### config.mk
export PLATFORM = sky130hd
export DESIGN_NAME = msu_audio_streamer
export DESIGN_NICKNAME = d
export VERILOG_FILES = /design/src/rtl/msu_audio_streamer.sv
export SDC_FILE = /design/constraint.sdc
export NUM_CORES = 1
export LEC_CHECK = 0
export BUFFER_PORTS_ARGS = -buffer_cell sky130_fd_sc_hd__buf_2
export CELL_PAD_IN_SITES_DETAIL_PLACEMENT = 0
export CELL_PAD_IN_SITES_GLOBAL_PLACEMENT = 1
export CORE_ASPECT_RATIO = 1.1
export CORE_UTILIZATION = 30
export CTS_CLUSTER_DIAMETER = 120
export DETAILED_ROUTE_END_ITERATION = 6
export PLACE_DENSITY_LB_ADDON = 0.12
export REMOVE_ABC_BUFFERS = 1
export SETUP_SLACK_MARGIN = 0.4
export SYNTH_ARGS = -nofsm -noshare
export SYNTH_HDL_FRONTEND = slang
export SYNTH_SLANG_ARGS = --single-unit
export TNS_END_PERCENT = 30
### constraint.sdc
create_clock -name clk -period 9.2 [get_ports clk]
set_clock_uncertainty 0.05 [all_clocks]
set_input_delay 0.46 -clock clk [delete_from_list [all_inputs] [get_ports clk]]
set_output_delay 0.46 -clock clk [all_outputs]
set_load 0.05 [all_outputs]
### src/rtl/msu_audio_streamer.sv
// Streams a mounted MSU PCM track from SD sectors into the audio FIFO with back-pressure,
// partial last sector, play-once/repeat and sample-accurate loop points.
module msu_audio_streamer #(
  parameter int WORD_W           = 16,
  parameter int SECT_WLOG2       = 8,
  parameter int LBA_W            = 21,
  parameter int USEDW_W          = 11,
  parameter int FIFO_HIGH        = 1792,
  parameter int WORDS_PER_SAMPLE = 2
) (
  input  logic               clk,
  input  logic               reset,
  input  logic               trig_play,
  input  logic               stop,
  input  logic               repeat_in,
  input  logic               mount_done,
  input  logic [63:0]        img_size,
  input  logic [31:0]        loop_index,
  output logic [LBA_W-1:0]   sd_lba,
  output logic               sd_rd,
  input  logic               sd_ack,
  input  logic               sd_buff_wr,
  input  logic [WORD_W-1:0]  sd_buff_dout,
  input  logic [USEDW_W-1:0] fifo_usedw,
  output logic               fifo_wr,
  output logic [WORD_W-1:0]  fifo_data,
  output logic               playing,
  output logic               looped,
  output logic               ended
);
  localparam int IDX_W   = SECT_WLOG2 + 1;
  localparam int ADDR_HI = LBA_W + SECT_WLOG2;
  localparam int HW      = USEDW_W + 1;
  localparam logic [IDX_W-1:0] FULL_SECT = {1'b1, {SECT_WLOG2{1'b0}}};
  localparam logic [HW-1:0]    HIGH_MARK = HW'(FIFO_HIGH);

  typedef enum logic [2:0] {
    S_IDLE, S_MOUNT, S_REQ, S_XFER, S_NEXT, S_THROTTLE, S_DRAIN
  } state_t;

  state_t state_reg, state_next;

  // Track geometry decoded from the live register-block inputs; latched on trig_play.
  logic [62:0]           total_words;
  logic [62:0]           total_words_m1;
  logic [63:0]           loop_word_raw;
  logic [63:0]           loop_word;
  logic                  tiny_img;
  logic [LBA_W-1:0]      end_lba_cfg;
  logic [LBA_W-1:0]      loop_lba_cfg;
  logic [IDX_W-1:0]      last_limit_cfg;
  logic [SECT_WLOG2-1:0] loop_skip_cfg;

  always_comb begin
    total_words    = img_size[63:1];
    total_words_m1 = total_words - 63'd1;
    end_lba_cfg    = total_words_m1[ADDR_HI-1:SECT_WLOG2];
    if (total_words[SECT_WLOG2-1:0] == '0) last_limit_cfg = FULL_SECT;
    else                                   last_limit_cfg = {1'b0, total_words[SECT_WLOG2-1:0]};
    loop_word_raw  = 64'(loop_index) * 64'(WORDS_PER_SAMPLE);
    loop_word      = (loop_word_raw >= {1'b0, total_words}) ? 64'd0 : loop_word_raw;
    loop_lba_cfg   = loop_word[ADDR_HI-1:SECT_WLOG2];
    loop_skip_cfg  = loop_word[SECT_WLOG2-1:0];
    tiny_img       = (img_size < 64'd2);
  end

  logic unused_bits;
  assign unused_bits = ^{img_size[0], total_words_m1[62:ADDR_HI], loop_word[63:ADDR_HI]};

  logic [LBA_W-1:0]      end_lba_reg, loop_lba_reg;
  logic [IDX_W-1:0]      last_limit_reg;
  logic [SECT_WLOG2-1:0] loop_skip_reg;
  logic                  repeat_reg;
  logic                  load_cfg;

  logic [LBA_W-1:0]      cur_reg, cur_next;
  logic [SECT_WLOG2-1:0] skip_reg, skip_next;
  logic [IDX_W-1:0]      word_idx_reg, word_idx_next;
  logic                  drain_mount_reg, drain_mount_next;
  logic                  playing_reg, playing_next;
  logic                  looped_reg, looped_next;
  logic                  ended_reg, ended_next;
  logic                  fifo_wr_reg, fifo_wr_next;
  logic [WORD_W-1:0]     fifo_data_reg, fifo_data_next;

  logic [IDX_W-1:0] limit;
  logic             in_window;

  assign limit     = (cur_reg == end_lba_reg) ? last_limit_reg : FULL_SECT;
  assign in_window = ({1'b0, skip_reg} <= word_idx_reg) && (word_idx_reg < limit);

  always_comb begin
    state_next       = state_reg;
    cur_next         = cur_reg;
    skip_next        = skip_reg;
    word_idx_next    = word_idx_reg;
    drain_mount_next = drain_mount_reg;
    playing_next     = playing_reg;
    looped_next      = 1'b0;
    ended_next       = 1'b0;
    fifo_wr_next     = 1'b0;
    fifo_data_next   = fifo_data_reg;
    load_cfg         = 1'b0;
    sd_rd            = (state_reg == S_REQ);

    if (trig_play) begin
      load_cfg     = 1'b1;
      cur_next     = '0;
      skip_next    = '0;
      playing_next = 1'b0;
      if (tiny_img) begin
        ended_next       = 1'b1;
        drain_mount_next = 1'b0;
        state_next       = (state_reg != S_IDLE && sd_ack) ? S_DRAIN : S_IDLE;
      end else if (state_reg != S_IDLE && sd_ack) begin
        // A sector is still in flight: let SD finish it before remounting.
        drain_mount_next = 1'b1;
        state_next       = S_DRAIN;
      end else begin
        state_next = S_MOUNT;
      end
    end else if (stop && state_reg != S_IDLE) begin
      playing_next = 1'b0;
      if (state_reg == S_XFER || state_reg == S_DRAIN || (state_reg == S_REQ && sd_ack)) begin
        drain_mount_next = 1'b0;
        state_next       = S_DRAIN;
      end else begin
        state_next = S_IDLE;
      end
    end else begin
      case (state_reg)
        S_MOUNT: if (mount_done) begin
          playing_next = 1'b1;
          state_next   = S_REQ;
        end
        S_REQ: if (sd_ack) begin
          word_idx_next = '0;
          state_next    = S_XFER;
        end
        S_XFER: begin
          if (!sd_ack) begin
            state_next = S_NEXT;
          end else if (sd_buff_wr) begin
            if (in_window) begin
              fifo_wr_next   = 1'b1;
              fifo_data_next = sd_buff_dout;
            end
            if (word_idx_reg != FULL_SECT) word_idx_next = word_idx_reg + IDX_W'(1);
          end
        end
        S_NEXT: begin
          if (cur_reg < end_lba_reg) begin
            cur_next   = cur_reg + LBA_W'(1);
            skip_next  = '0;
            state_next = S_THROTTLE;
          end else if (repeat_reg) begin
            cur_next    = loop_lba_reg;
            skip_next   = loop_skip_reg;
            looped_next = 1'b1;
            state_next  = S_THROTTLE;
          end else begin
            ended_next   = 1'b1;
            playing_next = 1'b0;
            state_next   = S_IDLE;
          end
        end
        S_THROTTLE: if ({1'b0, fifo_usedw} < HIGH_MARK) state_next = S_REQ;
        S_DRAIN: if (!sd_ack) begin
          state_next       = drain_mount_reg ? S_MOUNT : S_IDLE;
          drain_mount_next = 1'b0;
        end
        default: ;
      endcase
    end
  end

  always_ff @(posedge clk) begin
    if (reset) begin
      state_reg       <= S_IDLE;
      cur_reg         <= '0;
      skip_reg        <= '0;
      word_idx_reg    <= '0;
      drain_mount_reg <= 1'b0;
      playing_reg     <= 1'b0;
      looped_reg      <= 1'b0;
      ended_reg       <= 1'b0;
      fifo_wr_reg     <= 1'b0;
      fifo_data_reg   <= '0;
      end_lba_reg     <= '0;
      loop_lba_reg    <= '0;
      last_limit_reg  <= '0;
      loop_skip_reg   <= '0;
      repeat_reg      <= 1'b0;
    end else begin
      state_reg       <= state_next;
      cur_reg         <= cur_next;
      skip_reg        <= skip_next;
      word_idx_reg    <= word_idx_next;
      drain_mount_reg <= drain_mount_next;
      playing_reg     <= playing_next;
      looped_reg      <= looped_next;
      ended_reg       <= ended_next;
      fifo_wr_reg     <= fifo_wr_next;
      fifo_data_reg   <= fifo_data_next;
      if (load_cfg) begin
        end_lba_reg    <= end_lba_cfg;
        loop_lba_reg   <= loop_lba_cfg;
        last_limit_reg <= last_limit_cfg;
        loop_skip_reg  <= loop_skip_cfg;
        repeat_reg     <= repeat_in;
      end
    end
  end

  assign sd_lba    = cur_reg;
  assign fifo_wr   = fifo_wr_reg;
  assign fifo_data = fifo_data_reg;
  assign playing   = playing_reg;
  assign looped    = looped_reg;
  assign ended     = ended_reg;
endmodule
# == Word-level counts from Yosys, hierarchy flattened ==
# Index checks and enable logic that the tools add are counted.
# totals
out_inout_bits,42
in_bits,131
reg_bits,122
elab_cells,123
# classes
magnitude_cmp,6
reduce_logical,23
add_sub_neg,3
muxes,47
n_eq_ne,23
bitwise,6
# ops
op,count
$lt 64x2->1 const B,1
$ge 33x63->1,1
$mux 9,6
$mux 21,2
$mux 3,13
$mux 29,1
$sub 29x1->29 const B,1
$add 21x1->21 const B,1
$eq 21x21->1,1
$lt 21x21->1,1
$mux 1,20
$pmux 3 s6,1
$pmux 9 s2,1
$mux 8,2
$ne 4x4->1 const B,4
$reduce_and 6->1,2
$lt 11x11->1 const B,1
$ne 2x2->1 const B,5
$add 9x1->9 const B,1
$eq 3x3->1 const B,3
$le 8x9->1,1
$lt 9x9->1,1
$ne 9x9->1 const B,1
$logic_not 8->1,1
20 further kinds,36

# == Logic depth before layout (Yosys ltp) ==
# depth
word_depth,6
mapped_depth,16
ltp_nobuf,14

# == Worst setup path before layout ==
# OpenSTA, ideal clock, no wires.
# synth_path
kind,register to register
from,"register cur_reg[19], in the netlist sd_lba[19]"
to,"register fifo_data_reg[10], in the netlist fifo_data[10]"
t_required_ns,9.022
stages_incl_launch_ff,16
arrival_time_ns,3.805
slack_ns,5.217
synth_period_minus_slack_ns,3.983
n_path_buf,2
cell_sequence,dfxtp_1 > ha_1 > nand4_1 > nor3_1 > and4_1 > buf_2 > nand2_1 > ha_1 > a21o_1 > a21o_1 > a211oi_1 > o21ai_0 > a211oi_2 > buf_2 > mux2i_1 > nor2_1
# synth_via
elab_chain_cells,5
# synth_lines
element,line_no,rtl
start: declaration,76,"logic [LBA_W-1:0] cur_reg, cur_next;"
start signal: assignment,196,cur_reg <= cur_next;
$eq 21x21->1,89,assign limit = (cur_reg == end_lba_reg) ? last_limit_reg : FULL_SECT;
$mux 9,89,
$lt 9x9->1,90,"assign in_window = ({1'b0, skip_reg} <= word_idx_reg) && (word_idx_reg < limit);"
$logic_and 1x1->1,90,
$reduce_and 6->1 (no source line),n/a,
end signal: assignment,204,fifo_data_reg <= fifo_data_next;
end: declaration,84,"logic [WORD_W-1:0] fifo_data_reg, fifo_data_next;"
# Every way passes these cells.
# A chain may end at the register's enable or synchronous reset.

# == Worst setup path after layout ==
# layout_path
from,"register cur_reg[19], in the netlist sd_lba[19]"
to,"register fifo_data_reg[3], in the netlist fifo_data[3]"
# The elaborated chain is that of the path after synthesis.

==> impl_metrics.yaml <==
cells_and_area:
  final_util_pct: 38.4
  instances_no_fill: 1343
  antenna_cells: 0
  fill_cells: 2506
  finalNetCount: 1232
  mostFrequentLayoutCell: "buf_2"
  layout_common_cells: "163 x buf_2, 120 x dfxtp_1, 102 x nand2_1, 98 x nor2_1, 71 x ha_1"
  area_growth_syn_to_layout_pct: 24.9
  stdcell_area_um2: 8840
  layout-drive-gt1-share_pct: 21.9
die:
  coreArea_um2: 23000
  start_util_pct: 30.8
  die_x_um: 148
  die-area_um2: 24200
  rows: 58
  boundaryPins: 173
  dieHeight_um: 163
critical_path:
  critPathMaxFanout: 16
  critPathMaxStageDelay_ps: 920
  arrival_ps: 4950
  ff2ff_path_depth: 13
  start_kind: "flop"
  slowest_stage: "a211oi_4"
  worstSetupPathType: "flop to flop"
  path_cells: "ha_1 > nand4_1 > nor3_1 > and4_1 > nand2_1 > ha_1 > a21o_1 > a21o_1 > a211oi_1 > o21ai_0 > a211oi_4 > mux2i_1 > nor2_1"
  crit_path_end_kind: "flop"
  required_ps: 9420
power_and_ir_drop:
  p_per_area_nw_per_um2: 167
  p_total_mw: 1.47
  leakagePower_nw: 3.90
  ir_drop_uv: 102
route:
  num_vias: 6663
  vias_per_cell: 4.96
  wl_per_cell_um: 16.7
  drtPass1Iterations: 4
  final_antenna_net_count: 0
  routed_wl_mm: 22.4
  drc: 0
  drtIter0Drc: 232
clock_tree:
  cts_tree: "yes"
  clk_path_buf_depth: 2
  postCtsSetupRepairBufs: 0
  clk_latency_ps: 410
  clockRootBuffer: "clkbuf_16"
  cts_hold_buf: 0
  numCtsBuffers: 17
  cts.clk_slew.worst_paths_ps: 60
  ctsResizeCount: 0
  clock-sinks: 120
  htreeDepth: 4
global_route:
  track_usage_pct: 19.2
  antenna_found_initial: 0
  grt_pass1_vias: 6614
  grt_use_met2_pct: 33.4
  grt_pass1_wl_mm: 35.8
  met1_usage_pct: 24.5
  use_met3_pct: 3.60
  top_usage_layer: "met2"
  grt_overflow: 0
  grt_max_degree: 44
timing:
  setup_viol: 0
  tightest_slew_ps: 1080
  relSlewSlack_pct: 27.5
  rsz0062_at_grt: "no"
  hold_slack_ps: 226
  worst_slack_ps: 4470
  fin_crit_sh_pct: 51.4
  hold_viol_final: 0
  finalSetupTns_ps: 0
  fmax_mhz: 211
  slew_violations: 0
  period_minus_slack_ps: 4730
placed_design:
  io_buffer_count: 163
  placed_area_um2: 8190
  place_inst: 1311
  place_ws_ps: 4350
  dp_hpwl_mm: 17.2
  gp_congestion: 0.781
yosys:
  synth-seq-area-share_pct: 34.0
  synth_area_um2: 7070
  ys_ff_latch: 120
  synth_edf_count: 0
  syn_inst: 883
  synthFlopType: "dfxtp_1"
  postSynthAreaPerCell_um2: 8.01
  synth.distinct_cells: 56
  yosys_warnings: 0
  async_flop_share_pct: 0
status:
  status: "finished, final reports clean"
worst_hold_path:
  worstHoldPathType: "primary input to flop"
  hold_path_depth: 3
flow_run:
  drv_cap: 0
-- critical path: cells and delay by family (launching register included) --
family,cells,cell delay [ps]
AO/OA/AOI/OAI,5,1750
adder cells (fa/ha/maj),2,620
flip-flops,1,360
multiplexers,1,270
AND/OR/NAND/NOR,5,1520
-- path summary, 6_finish.rpt --
kind | slack, ps | start | to
hold reg to reg | 400 | loop_lba_reg[13] | loop_lba_reg[13]
setup reg to reg | 4470 | sd_lba[19] | fifo_data[3]
setup / recovery | 4470 | sd_lba[19] | fifo_data[3]
hold / removal | 230 | sd_buff_dout[6] | fifo_data[6]
-- Yosys cell counts, types with 2 or more instances --
library cell,number,area (µm²)
nand4_1,20,125
a22oi_1,10,75.1
nor2_1,100,375
buf_1,4,15.0
o31a_1,2,17.5
o31ai_1,3,22.5
or4_4,2,22.5
a31oi_1,7,43.8
xor2_1,3,26.3
o21a_1,6,45.0
a211oi_1,20,150
a2111oi_0,2,17.5
o211ai_1,4,30.0
a21oi_1,48,240
a211oi_2,2,25.0
nor2b_1,5,31.3
and3_1,10,62.6
dfxtp_1,120,2400
nand2_1,102,383
nor3_1,14,70.1
nand3_1,24,120
o21ai_0,58,290
buf_2,2,10.0
inv_1,69,259
o311ai_0,5,43.8
nor4_1,12,75.1
o221a_2,9,101
clkbuf_1,37,139
xnor2_1,17,149
ha_1,71,888
a311oi_1,13,114
nand2b_1,2,12.5
and4_1,5,43.8
or3_1,6,37.5
mux2i_1,27,270
or2_2,2,12.5
nand3b_1,2,15.0
or4_1,3,22.5
a21o_1,14,105
and2_1,5,31.3
-- final cells by class --
class / instances / area (µm²) / share of cell area [%]
multi-input combinational: 650 / 4270 / 48.3
tap: 300 / 375 / 4.25
clock inverter: 13 / 193 / 2.18
timing repair buffer: 172 / 883 / 9.99
sequential: 120 / 2400 / 27.2
inverter: 69 / 259 / 2.93
clock buffer: 19 / 453 / 5.12
-- routing by layer --
metal,share of wire [%],up-vias
met2,49,99
met4,0.90,0
met3,3.4,14
met5,0,-
li1,-,3450
met1,47,3100
-- cells by family (layout without fill, tap and decap cells) --
| logic type | count (synthesis) | count (layout) | synth area share, % |
|---|---|---|---|
| AOI/OAI and AO/OA | 214 | 214 | 20.0 |
| xor gates and xnor gates | 20 | 20 | 2.48 |
| adders and majority gates | 71 | 71 | 12.6 |
| buffers and inverters | 113 | 273 | 6.14 |
| DFF | 120 | 120 | 34.0 |
| muxes | 27 | 27 | 3.82 |
| and+or+nand+nor | 318 | 318 | 21.1 |
-- power by group --
part | total (mW) | leakage, nW | internal, mW | switching [mW]
Sequential | 0.561 | 0.980 | 0.540 | 0.0208
Combinational | 0.184 | 2.62 | 0.0744 | 0.109
Clock | 0.729 | 0.298 | 0.470 | 0.259
Power figures use the tool's default switching activity.
